==> config.mk <==
export PLATFORM = sky130hd
export DESIGN_NAME = bus_arbiter
export DESIGN_NICKNAME = d
export VERILOG_FILES = /design/src/rtl/bus_arbiter_pkg.sv /design/src/rtl/bus_arb_pick.sv /design/src/rtl/bus_arbiter.sv
export SDC_FILE = /design/constraint.sdc
export NUM_CORES = 1
export LEC_CHECK = 0
export BUFFER_PORTS_ARGS = -buffer_cell sky130_fd_sc_hd__buf_2
export CAP_MARGIN = 20
export CORE_MARGIN = 2
export CORE_UTILIZATION = 39
export DETAILED_ROUTE_END_ITERATION = 10
export GPL_TIMING_DRIVEN = 0
export PLACE_DENSITY = 0.8
export REMOVE_ABC_BUFFERS = 1
export SETUP_SLACK_MARGIN = 0.2
export SYNTH_ARGS = -nofsm -noshare
export SYNTH_HDL_FRONTEND = slang
export SYNTH_SLANG_ARGS = --single-unit
export TNS_END_PERCENT = 30
==> constraint.sdc <==
create_clock -name i_clk -period 2.3 [get_ports i_clk]
set_input_delay 0.69 -clock i_clk [delete_from_list [all_inputs] [get_ports i_clk]]
set_output_delay 0.69 -clock i_clk [all_outputs]
set_load 0.01 [all_outputs]
==> src/rtl/bus_arbiter_pkg.sv <==
// Shared types and helpers for the multi-master bus arbiter.
package bus_arbiter_pkg;

  // Arbiter FSM: ARB picks a winner, BUSY holds the grant for one transaction.
  typedef enum logic {
    ARB  = 1'b0,
    BUSY = 1'b1
  } state_t;

  localparam int MODE_FIXED = 0;
  localparam int MODE_RR    = 1;

  // Bit offset of element idx inside a packed per-master vector.
  function automatic int unsigned slice_lsb(input int unsigned idx, input int unsigned width);
    return idx * width;
  endfunction

endpackage

==> src/rtl/bus_arb_pick.sv <==
// Combinational winner chooser. Fixed priority is a round-robin search that
// always starts from master 0, so both modes share one scan loop.
module bus_arb_pick #(
  parameter int NUM_MASTERS = 3,
  parameter int IDX_W       = $clog2(NUM_MASTERS)
) (
  input  logic [NUM_MASTERS-1:0] req,
  input  logic [IDX_W-1:0]       last,
  input  logic                   mode,
  output logic [NUM_MASTERS-1:0] onehot,
  output logic [IDX_W-1:0]       idx,
  output logic                   valid
);

  logic [IDX_W-1:0] start;
  logic [IDX_W-1:0] cand;

  // Starting from NUM_MASTERS-1 makes the search begin at index 0.
  assign start = mode ? last : IDX_W'(NUM_MASTERS - 1);

  // Scan start+1 upward with wrap; the first requesting master wins.
  always_comb begin
    onehot = '0;
    idx    = '0;
    valid  = 1'b0;
    cand   = '0;
    for (int off = 1; off <= NUM_MASTERS; off++) begin
      cand = IDX_W'((int'(start) + off) % NUM_MASTERS);
      if (!valid && req[cand]) begin
        valid        = 1'b1;
        idx          = cand;
        onehot[cand] = 1'b1;
      end
    end
  end

endmodule

==> src/rtl/bus_arbiter.sv <==
// N-master bus arbiter: holds each grant for a whole transaction, supports
// locked sequences and forces an error completion on unresponsive slaves.
module bus_arbiter
  import bus_arbiter_pkg::*;
#(
  parameter int NUM_MASTERS    = 3,
  parameter int ADDR_WIDTH     = 16,
  parameter int DATA_WIDTH     = 8,
  parameter int MODE           = 0,
  parameter int TIMEOUT_CYCLES = 255
) (
  input  logic                              i_clk,
  input  logic                              i_reset_n,
  input  logic [NUM_MASTERS-1:0]            i_m_cs,
  input  logic [NUM_MASTERS-1:0]            i_m_we,
  input  logic [NUM_MASTERS-1:0]            i_m_lock,
  input  logic [NUM_MASTERS*ADDR_WIDTH-1:0] i_m_addr,
  input  logic [NUM_MASTERS*DATA_WIDTH-1:0] i_m_dat,
  output logic [NUM_MASTERS-1:0]            o_m_ack,
  output logic [NUM_MASTERS-1:0]            o_m_err,
  output logic [NUM_MASTERS-1:0]            o_m_grant,
  output logic [ADDR_WIDTH-1:0]             o_addr,
  output logic [DATA_WIDTH-1:0]             o_dat,
  output logic                              o_we,
  output logic                              o_cs,
  input  logic                              i_ack
);

  localparam int IDX_W = $clog2(NUM_MASTERS);
  localparam int CNT_W = (TIMEOUT_CYCLES > 0) ? $clog2(TIMEOUT_CYCLES + 1) : 1;
  localparam logic [CNT_W-1:0] CNT_LAST =
    (TIMEOUT_CYCLES > 0) ? CNT_W'(TIMEOUT_CYCLES - 1) : '0;

  state_t                 state, state_n;
  logic [NUM_MASTERS-1:0] grant, grant_n;
  logic [IDX_W-1:0]       gidx, gidx_n;
  logic [IDX_W-1:0]       last, last_n;
  logic [CNT_W-1:0]       cnt, cnt_n;

  logic [NUM_MASTERS-1:0] pick_onehot;
  logic [IDX_W-1:0]       pick_idx;
  logic                   pick_valid;

  logic busy, cs_g, we_g, lock_g, timeout_hit, ack_fire, err_fire;

  bus_arb_pick #(
    .NUM_MASTERS (NUM_MASTERS),
    .IDX_W       (IDX_W)
  ) u_pick (
    .req    (i_m_cs),
    .last   (last),
    .mode   (MODE == MODE_RR),
    .onehot (pick_onehot),
    .idx    (pick_idx),
    .valid  (pick_valid)
  );

  // Everything the bus sees is selected by the registered grant index only.
  assign busy        = (state == BUSY);
  assign cs_g        = i_m_cs[gidx];
  assign we_g        = i_m_we[gidx];
  assign lock_g      = i_m_lock[gidx];
  assign timeout_hit = (TIMEOUT_CYCLES != 0) && (cnt == CNT_LAST);
  assign ack_fire    = busy & cs_g & (i_ack | timeout_hit);
  assign err_fire    = busy & cs_g & ~i_ack & timeout_hit;

  assign o_cs      = busy & cs_g;
  assign o_we      = busy & we_g;
  assign o_addr    = busy ? i_m_addr[slice_lsb(32'(gidx), ADDR_WIDTH) +: ADDR_WIDTH] : '0;
  assign o_dat     = busy ? i_m_dat[slice_lsb(32'(gidx), DATA_WIDTH) +: DATA_WIDTH] : '0;
  assign o_m_ack   = ack_fire ? grant : '0;
  assign o_m_err   = err_fire ? grant : '0;
  assign o_m_grant = grant;

  // State, grant, round-robin pointer and timeout counter registers.
  always_ff @(posedge i_clk or negedge i_reset_n) begin
    if (!i_reset_n) begin
      state <= ARB;
      grant <= '0;
      gidx  <= '0;
      last  <= IDX_W'(NUM_MASTERS - 1);
      cnt   <= '0;
    end else begin
      state <= state_n;
      grant <= grant_n;
      gidx  <= gidx_n;
      last  <= last_n;
      cnt   <= cnt_n;
    end
  end

  // Next state: grant in ARB; in BUSY finish on ack, abandon or timeout.
  always_comb begin
    state_n = state;
    grant_n = grant;
    gidx_n  = gidx;
    last_n  = last;
    cnt_n   = cnt;
    case (state)
      ARB: begin
        cnt_n = '0;
        if (pick_valid) begin
          state_n = BUSY;
          grant_n = pick_onehot;
          gidx_n  = pick_idx;
          last_n  = pick_idx;
        end
      end
      BUSY: begin
        if (!cs_g) begin
          state_n = ARB;
          grant_n = '0;
          cnt_n   = '0;
        end else if (i_ack) begin
          cnt_n = '0;
          if (!lock_g) begin
            state_n = ARB;
            grant_n = '0;
          end
        end else if (timeout_hit) begin
          state_n = ARB;
          grant_n = '0;
          cnt_n   = '0;
        end else if (TIMEOUT_CYCLES != 0) begin
          cnt_n = cnt + 1'b1;
        end
      end
      default: begin
        state_n = ARB;
        grant_n = '0;
      end
    endcase
  end

endmodule

## Word-level counts from Yosys, hierarchy flattened

Index checks and enable logic that the tools add are counted.

| word-level totals | value |
|---|---|
| bits in registers | 14 |
| bits of input ports | 84 |
| output and inout port bits | 35 |
| logic and storage cells | 60 |

| cells by class | value |
|---|---|
| $add $sub $neg | 1 |
| magnitude comparators | 1 |
| eq/ne operators | 4 |
| shift operators | 2 |
| mux-type cells | 34 |
| bitwise logic cells | 8 |
| reductions and logical operators | 6 |

Operators with widths:

| cell | count |
|---|---|
| $shiftx A48 B7 Y16 | 1 |
| $mux W8 | 4 |
| $mux W3 | 8 |
| $shiftx A24 B6 Y8 | 1 |
| $mux W16 | 1 |
| $pmux W8 S2 | 1 |
| $mux W1 | 13 |
| $add A8 B1 Y8 const B | 1 |
| $eq A8 B8 Y1 const B | 1 |
| $bmux W1 S2 | 3 |
| $pmux W3 S2 | 1 |
| $and A1 B1 Y1 | 5 |
| $mux W2 | 2 |
| $ne A4 B3 Y1 const B | 1 |
| $ne A4 B4 Y1 const B | 1 |
| $lt A2 B3 Y1 const B | 1 |
| $reduce_and A3 Y1 | 1 |
| $logic_and A1 B1 Y1 | 2 |
| $logic_not A1 Y1 | 2 |
| $ne A2 B2 Y1 const B | 1 |
| $not A1 Y1 | 2 |
| $pmux W1 S2 | 1 |
| $reduce_and A2 Y1 | 1 |
| $or A1 B1 Y1 | 1 |

## Depth between registers and ports, before layout

| logic depth | value |
|---|---|
| depth after elaboration | 9 |
| gate-level depth with buffers | 7 |
| gate-level depth less buffers | 5 |

## Cells and area by module

Synthesis repeated with hierarchy kept, for this count alone.

| unflattened totals | value |
|---|---|
| cells, all modules | 217 |
| area, all modules | 1890.6 um2 |

Modules (own cells, without submodules):

| module | times used | cells each | area each (um2) | seq. area each (um2) |
|---|---|---|---|---|
| bus_arbiter | 1 | 174 | 1601.5 | 376.6 |
| bus_arb_pick | 1 | 43 | 289.0 | 0.0 |

## Worst setup path after synthesis

No wires, ideal clock.

| timing path | value |
|---|---|
| path kind | in2out |
| from | input port i_m_cs[1] |
| to | output port o_m_err[0] |
| arrival time | 1538 ps |
| data required time | 1610 ps |
| path slack | 72 ps |
| cell stages on the path | 4 |
| buffers on the path | 0 |
| cells stage by stage | mux2i_1 -> o31ai_4 -> nor4b_4 -> and2_1 |

| between the ends | value |
|---|---|
| longest elaborated chain between the ends | 6 |

Ends and longest elaborated chain:

| what | line | text |
|---|---|---|
| start, declared | bus_arbiter.sv:14 | `input logic [NUM_MASTERS-1:0] i_m_cs,` |
| $bmux W1 S2 | bus_arbiter.sv:60 | `assign cs_g = i_m_cs[gidx];` |
| $mux W1 (not written as such) | bus_arbiter.sv:60 |  |
| $and A1 B1 Y1 | - |  |
| named net o_cs | bus_arbiter.sv:25 | `output logic o_cs,` |
| $and A1 B1 Y1 (2 in a row) | bus_arbiter.sv:65 | `assign err_fire = busy & cs_g & ~i_ack & timeout_hit;` |
| $mux W3 | bus_arbiter.sv:72 | `assign o_m_err = err_fire ? grant : '0;` |
| end, declared | bus_arbiter.sv:20 | `output logic [NUM_MASTERS-1:0] o_m_err,` |

The timed path passes the listed nets, and every way through them passes these cells. The select of a mux whose other input is x is not followed.

## Final worst setup path

| timing path | value |
|---|---|
| from | register gidx[0] |
| to | output port o_m_ack[2] |

| between the ends | value |
|---|---|
| longest elaborated chain between the ends | 5 |

Ends and longest elaborated chain:

| what | line | text |
|---|---|---|
| start, declared | bus_arbiter.sv:36 | `logic [IDX_W-1:0] gidx, gidx_n;` |
| start signal, assigned | bus_arbiter.sv:86 | `gidx <= gidx_n;` |
| $bmux W1 S2 | bus_arbiter.sv:60 |  |
| $mux W1 (not written as such) | bus_arbiter.sv:60 |  |
| $and A1 B1 Y1 (2 in a row) | bus_arbiter.sv:64 | `assign ack_fire = busy & cs_g & (i_ack \| timeout_hit);` |
| $mux W3 | bus_arbiter.sv:71 | `assign o_m_ack = ack_fire ? grant : '0;` |
| end, declared | bus_arbiter.sv:19 | `output logic [NUM_MASTERS-1:0] o_m_ack,` |

Every way passes these cells. The select of a mux whose other input is x is not followed.

==> flow_metrics.tcl <==
set metrics [dict create \
    outcome "complete, but fails checks" \
    violations "negative setup slack" \
    finalHoldViolCount 0 \
    dr_total_vias 1858 \
    synth-seq-area-share_pct 24.54 \
    place_ws_ns -0.7933 \
    number_of_synthesized_flops_with_an_enable_pin 0 \
    final_net_count 408 \
    final_period_minus_worst_setup_slack_ns 2.539 \
    clock_insertion_delay_worst_skew_ns 0.28 \
    crit_family "flip-flops" \
    core-area_sq_um 3416 \
    timing.critical_path.buf_inv 2 \
    final_slew_viol_count 0 \
    maxSlewHeadroom_pct 75.49 \
    min_path_type "primary input to async pin" \
    setup_slack_ns -0.2386 \
    post-synth-top-count-cell "sky130_fd_sc_hd__nor2_1" \
    synth-async-reset-ratio_pct 100.0 \
    synth_top_family_by_area "simple AND/OR/NAND/NOR gates" \
    fin_hold_ws_ns 0.2928 \
    worstPathMaxFanout 5 \
    area_occupied_by_multi_input_gates_sq_um 1033 \
    fin_setup_tns_ns -2.718 \
    place.gp.congestion 0.8287 \
    cts_root_buf "sky130_fd_sc_hd__clkbuf_4" \
    mapped_cell_area_sq_um 1428 \
    path_cells "mux2i_2, o31ai_4, buf_4, nor2b_2, and2_1, buf_2" \
    yosysTopAreaCellShare_pct 24.54 \
    fillerInstances 288 \
    rr_worst_depth 8 \
    ys_dominant_reg_cell "sky130_fd_sc_hd__dfrtp_1" \
    dp.final_hpwl_microns 3344 \
    std_cell_rows 21 \
    clk_pin_slew_ns 0.09 \
    first_iter_violations 100 \
    drt-pass1-iter-count 4 \
    post_synth_fa_ha_maj_area_fraction_pct 1.753 \
    grt-ovfl-total 0 \
    rsz0062_at_grt "true" \
    syn_area_per_cell_sq_um 7.436 \
    synth_common_cells "61 x sky130_fd_sc_hd__nor2_1, 28 x sky130_fd_sc_hd__a21oi_1, 27 x sky130_fd_sc_hd__mux2i_1" \
    num_io_pins 119 \
    worst-endpoint-required_ns 1.61 \
    drt-total-wl_microns 5199 \
    drv_cap 0 \
    crit_slowest_cell "sky130_fd_sc_hd__dfrtp_4" \
    comb_power_share_pct 78.3 \
    startpoint_type "register" \
    powerDensity_nw_per_um2 1033 \
    clockBufferDepth 2 \
    chip_height_microns 64.50 \
    dpl.cell_count 343 \
    cts_buffers 3 \
    tritoncts "done" \
    worst_ir_drop_vdd_mv 0.4632 \
    finish.cell_count_without_fillers 367 \
    antenna_found_initial 0 \
    endpoint_kind "output port" \
    drc 0 \
    arrival_time_reported_for_the_critical_path_endpoint_ns 1.85 \
    dieArea_sq_um 4160 \
    track_usage_pct 24.97 \
    grt_pass1_vias 1814 \
    post_synth_mux_area_share_pct 18.93 \
    r2r_setup_slack_ns 0.40 \
    cpPeakStageDelay_ns 0.52 \
    finalSetupViolations 21 \
    cp-startpoint "gidx[0]" \
    detail_routed_via_count_per_cell 5.063 \
    clockPowerShare_pct 6.1 \
    power.internal_mw 1.308 \
    die_span_in_x_microns 64.50 \
    tritoncts_num_sinks 14 \
    area_growth_pct 64.50 \
    fmax_mhz 393.9 \
    path_class "register to output port" \
    maximum_number_of_pins_on_one_net_before_global_route_repair 29 \
    grt_first_pass_wirelength_microns 8224 \
    layout.area.seq_sq_um 359.1 \
    worst-slew-pin-transition_ns 0.3671 \
    postPlaceCellArea_sq_um 2008 \
    cts_htree_levels 1 \
    buffer_ports.inserted 118 \
    netlist_instances 192 \
    timing.rr.end "o_m_grant[1]" \
    synth_simple_gate_area_share_pct 27.17 \
    power_frac_seq_pct 15.7 \
    synth.ff_latch_count 14 \
    timing.final.crit_share_pct 110.4 \
    yosys.area.top_type "sky130_fd_sc_hd__dfrtp_1" \
    synthXorXnorAreaFrac_pct 3.067 \
    critical_path.reg2reg.startpoint "gidx[0]" \
    synth_compound_gate_area_share_pct 17.70 \
    power.leakage_nw 1.233 \
    share_of_layout_cells_above_drive_strength_1_pct 49.84 \
    routedWlPerCell_microns 14.17 \
    finalClockSkew_ns 0.003460 \
    yosysUniqueCellTypes 36 \
    ys_top_cells_by_area "sky130_fd_sc_hd__dfrtp_1 25%, sky130_fd_sc_hd__mux2i_1 19%, sky130_fd_sc_hd__nor2_1 16%" \
    antenna_violating_nets_post_route 0 \
    total_switching_power_mw 1.119 \
    synth-warning-count 0 \
    design_area_sq_um 2349 \
    power.share.switching_pct 46.12 \
    diodes 0 \
    floorplan.initialDensity_pct 41.79 \
]
worst max path at each step:
stage                       endpoint  slack (ns)  cells past startpoint
after floorplan            o_addr[0]       -0.60                      3
after global placement      o_dat[6]       -1.41                      4
after detailed placement    o_dat[6]       -0.79                      4
after CTS                 o_m_err[1]       -0.21                      5
after global routing      o_m_err[1]       -0.37                      5
final                     o_m_ack[2]       -0.24                      6
metal layers:
metal	wire [microns]	vias up	track usage (%)
li1	-	918	-
met1	2157	851	30.48
met2	2717	87	44.40
met3	301	2	3.299
met4	23	0	9.574
met5	0	-	0
area by class of cell:
class / count / area share (%)
Timing Repair Buffer: 137 / 35.70
Multi-Input combinational cell: 159 / 44.01
Sequential cell: 14 / 15.29
Inverter: 7 / 1.438
Clock buffer: 4 / 1.119
Tap cell: 46 / 2.451
cell usage in the layout, fill, tap and decap left out, types with 2 or more instances in the layout:
| master | count |
|---|---|
| sky130_fd_sc_hd__buf_2 | 118 |
| sky130_fd_sc_hd__nor2_1 | 61 |
| sky130_fd_sc_hd__mux2i_1 | 25 |
| sky130_fd_sc_hd__a21oi_1 | 22 |
| sky130_fd_sc_hd__dfrtp_1 | 11 |
| sky130_fd_sc_hd__buf_4 | 9 |
| sky130_fd_sc_hd__and2_1 | 7 |
| sky130_fd_sc_hd__inv_1 | 6 |
| sky130_fd_sc_hd__a21oi_2 | 6 |
| sky130_fd_sc_hd__nand2_1 | 4 |
| sky130_fd_sc_hd__xor2_1 | 4 |
| sky130_fd_sc_hd__buf_6 | 4 |
| sky130_fd_sc_hd__buf_12 | 4 |
| sky130_fd_sc_hd__clkbuf_4 | 3 |
| sky130_fd_sc_hd__mux2i_2 | 2 |
| sky130_fd_sc_hd__nor2b_4 | 2 |
| sky130_fd_sc_hd__o21ai_0 | 2 |
| sky130_fd_sc_hd__o22ai_1 | 2 |
| sky130_fd_sc_hd__ha_1 | 2 |
| sky130_fd_sc_hd__buf_16 | 2 |
| sky130_fd_sc_hd__dfrtp_4 | 2 |
per-stage QoR:
step / util (%) / power (mW)
floorplan: - / 1.244
global placement: 58.68 / 1.698
detailed placement: 58.79 / 1.702
CTS: 66.89 / 2.313
global route: 68.75 / 2.614
finish: 68.75 / 2.427
power groups by stage:
| stage | clock network [mW] | registers (mW) | logic [mW] |
|---|---|---|---|
| finish | 0.147 | 0.380 | 1.90 |
| global route | 0.165 | 0.388 | 2.06 |
| CTS | 0.152 | 0.382 | 1.78 |
| detailed placement | 0 | 0.521 | 1.18 |
| global placement | 0 | 0.515 | 1.18 |
| floorplan | 0 | 0.469 | 0.775 |
worst register-to-register path: cells and delay by family, from the launching register on:
| family | cells | cell delay (ns) |
|---|---|---|
| buffers and inverters | 4 | 0.58 |
| AOI/OAI and AO/OA | 3 | 0.56 |
| muxes | 1 | 0.15 |
| DFF | 1 | 0.52 |
sequential cells by signal, indices dropped and copies added, names as in the netlist:
register,cells
busy,1
o_m_grant,3
cnt,8
gidx,2
cells by family (layout without fill, tap and decap cells):
group / Yosys count / count (layout)
compound gates: 41 / 41
xor+xnor: 5 / 5
fa+ha+maj: 2 / 2
buf+inv: 20 / 148
flops: 14 / 14
mux: 27 / 27
simple gates: 83 / 84
repair_timing:
item / 4_1_cts / 5_1_grt
cloned: 3 / 0
endpoints found under the setup margin: 32 / 32
pin swaps: 12 / 4
resized for setup: 23 / 4
buffers inserted: 12 / 5
hold buffers: 0 / 0
No activity file was read; power rests on OpenSTA's default activity.
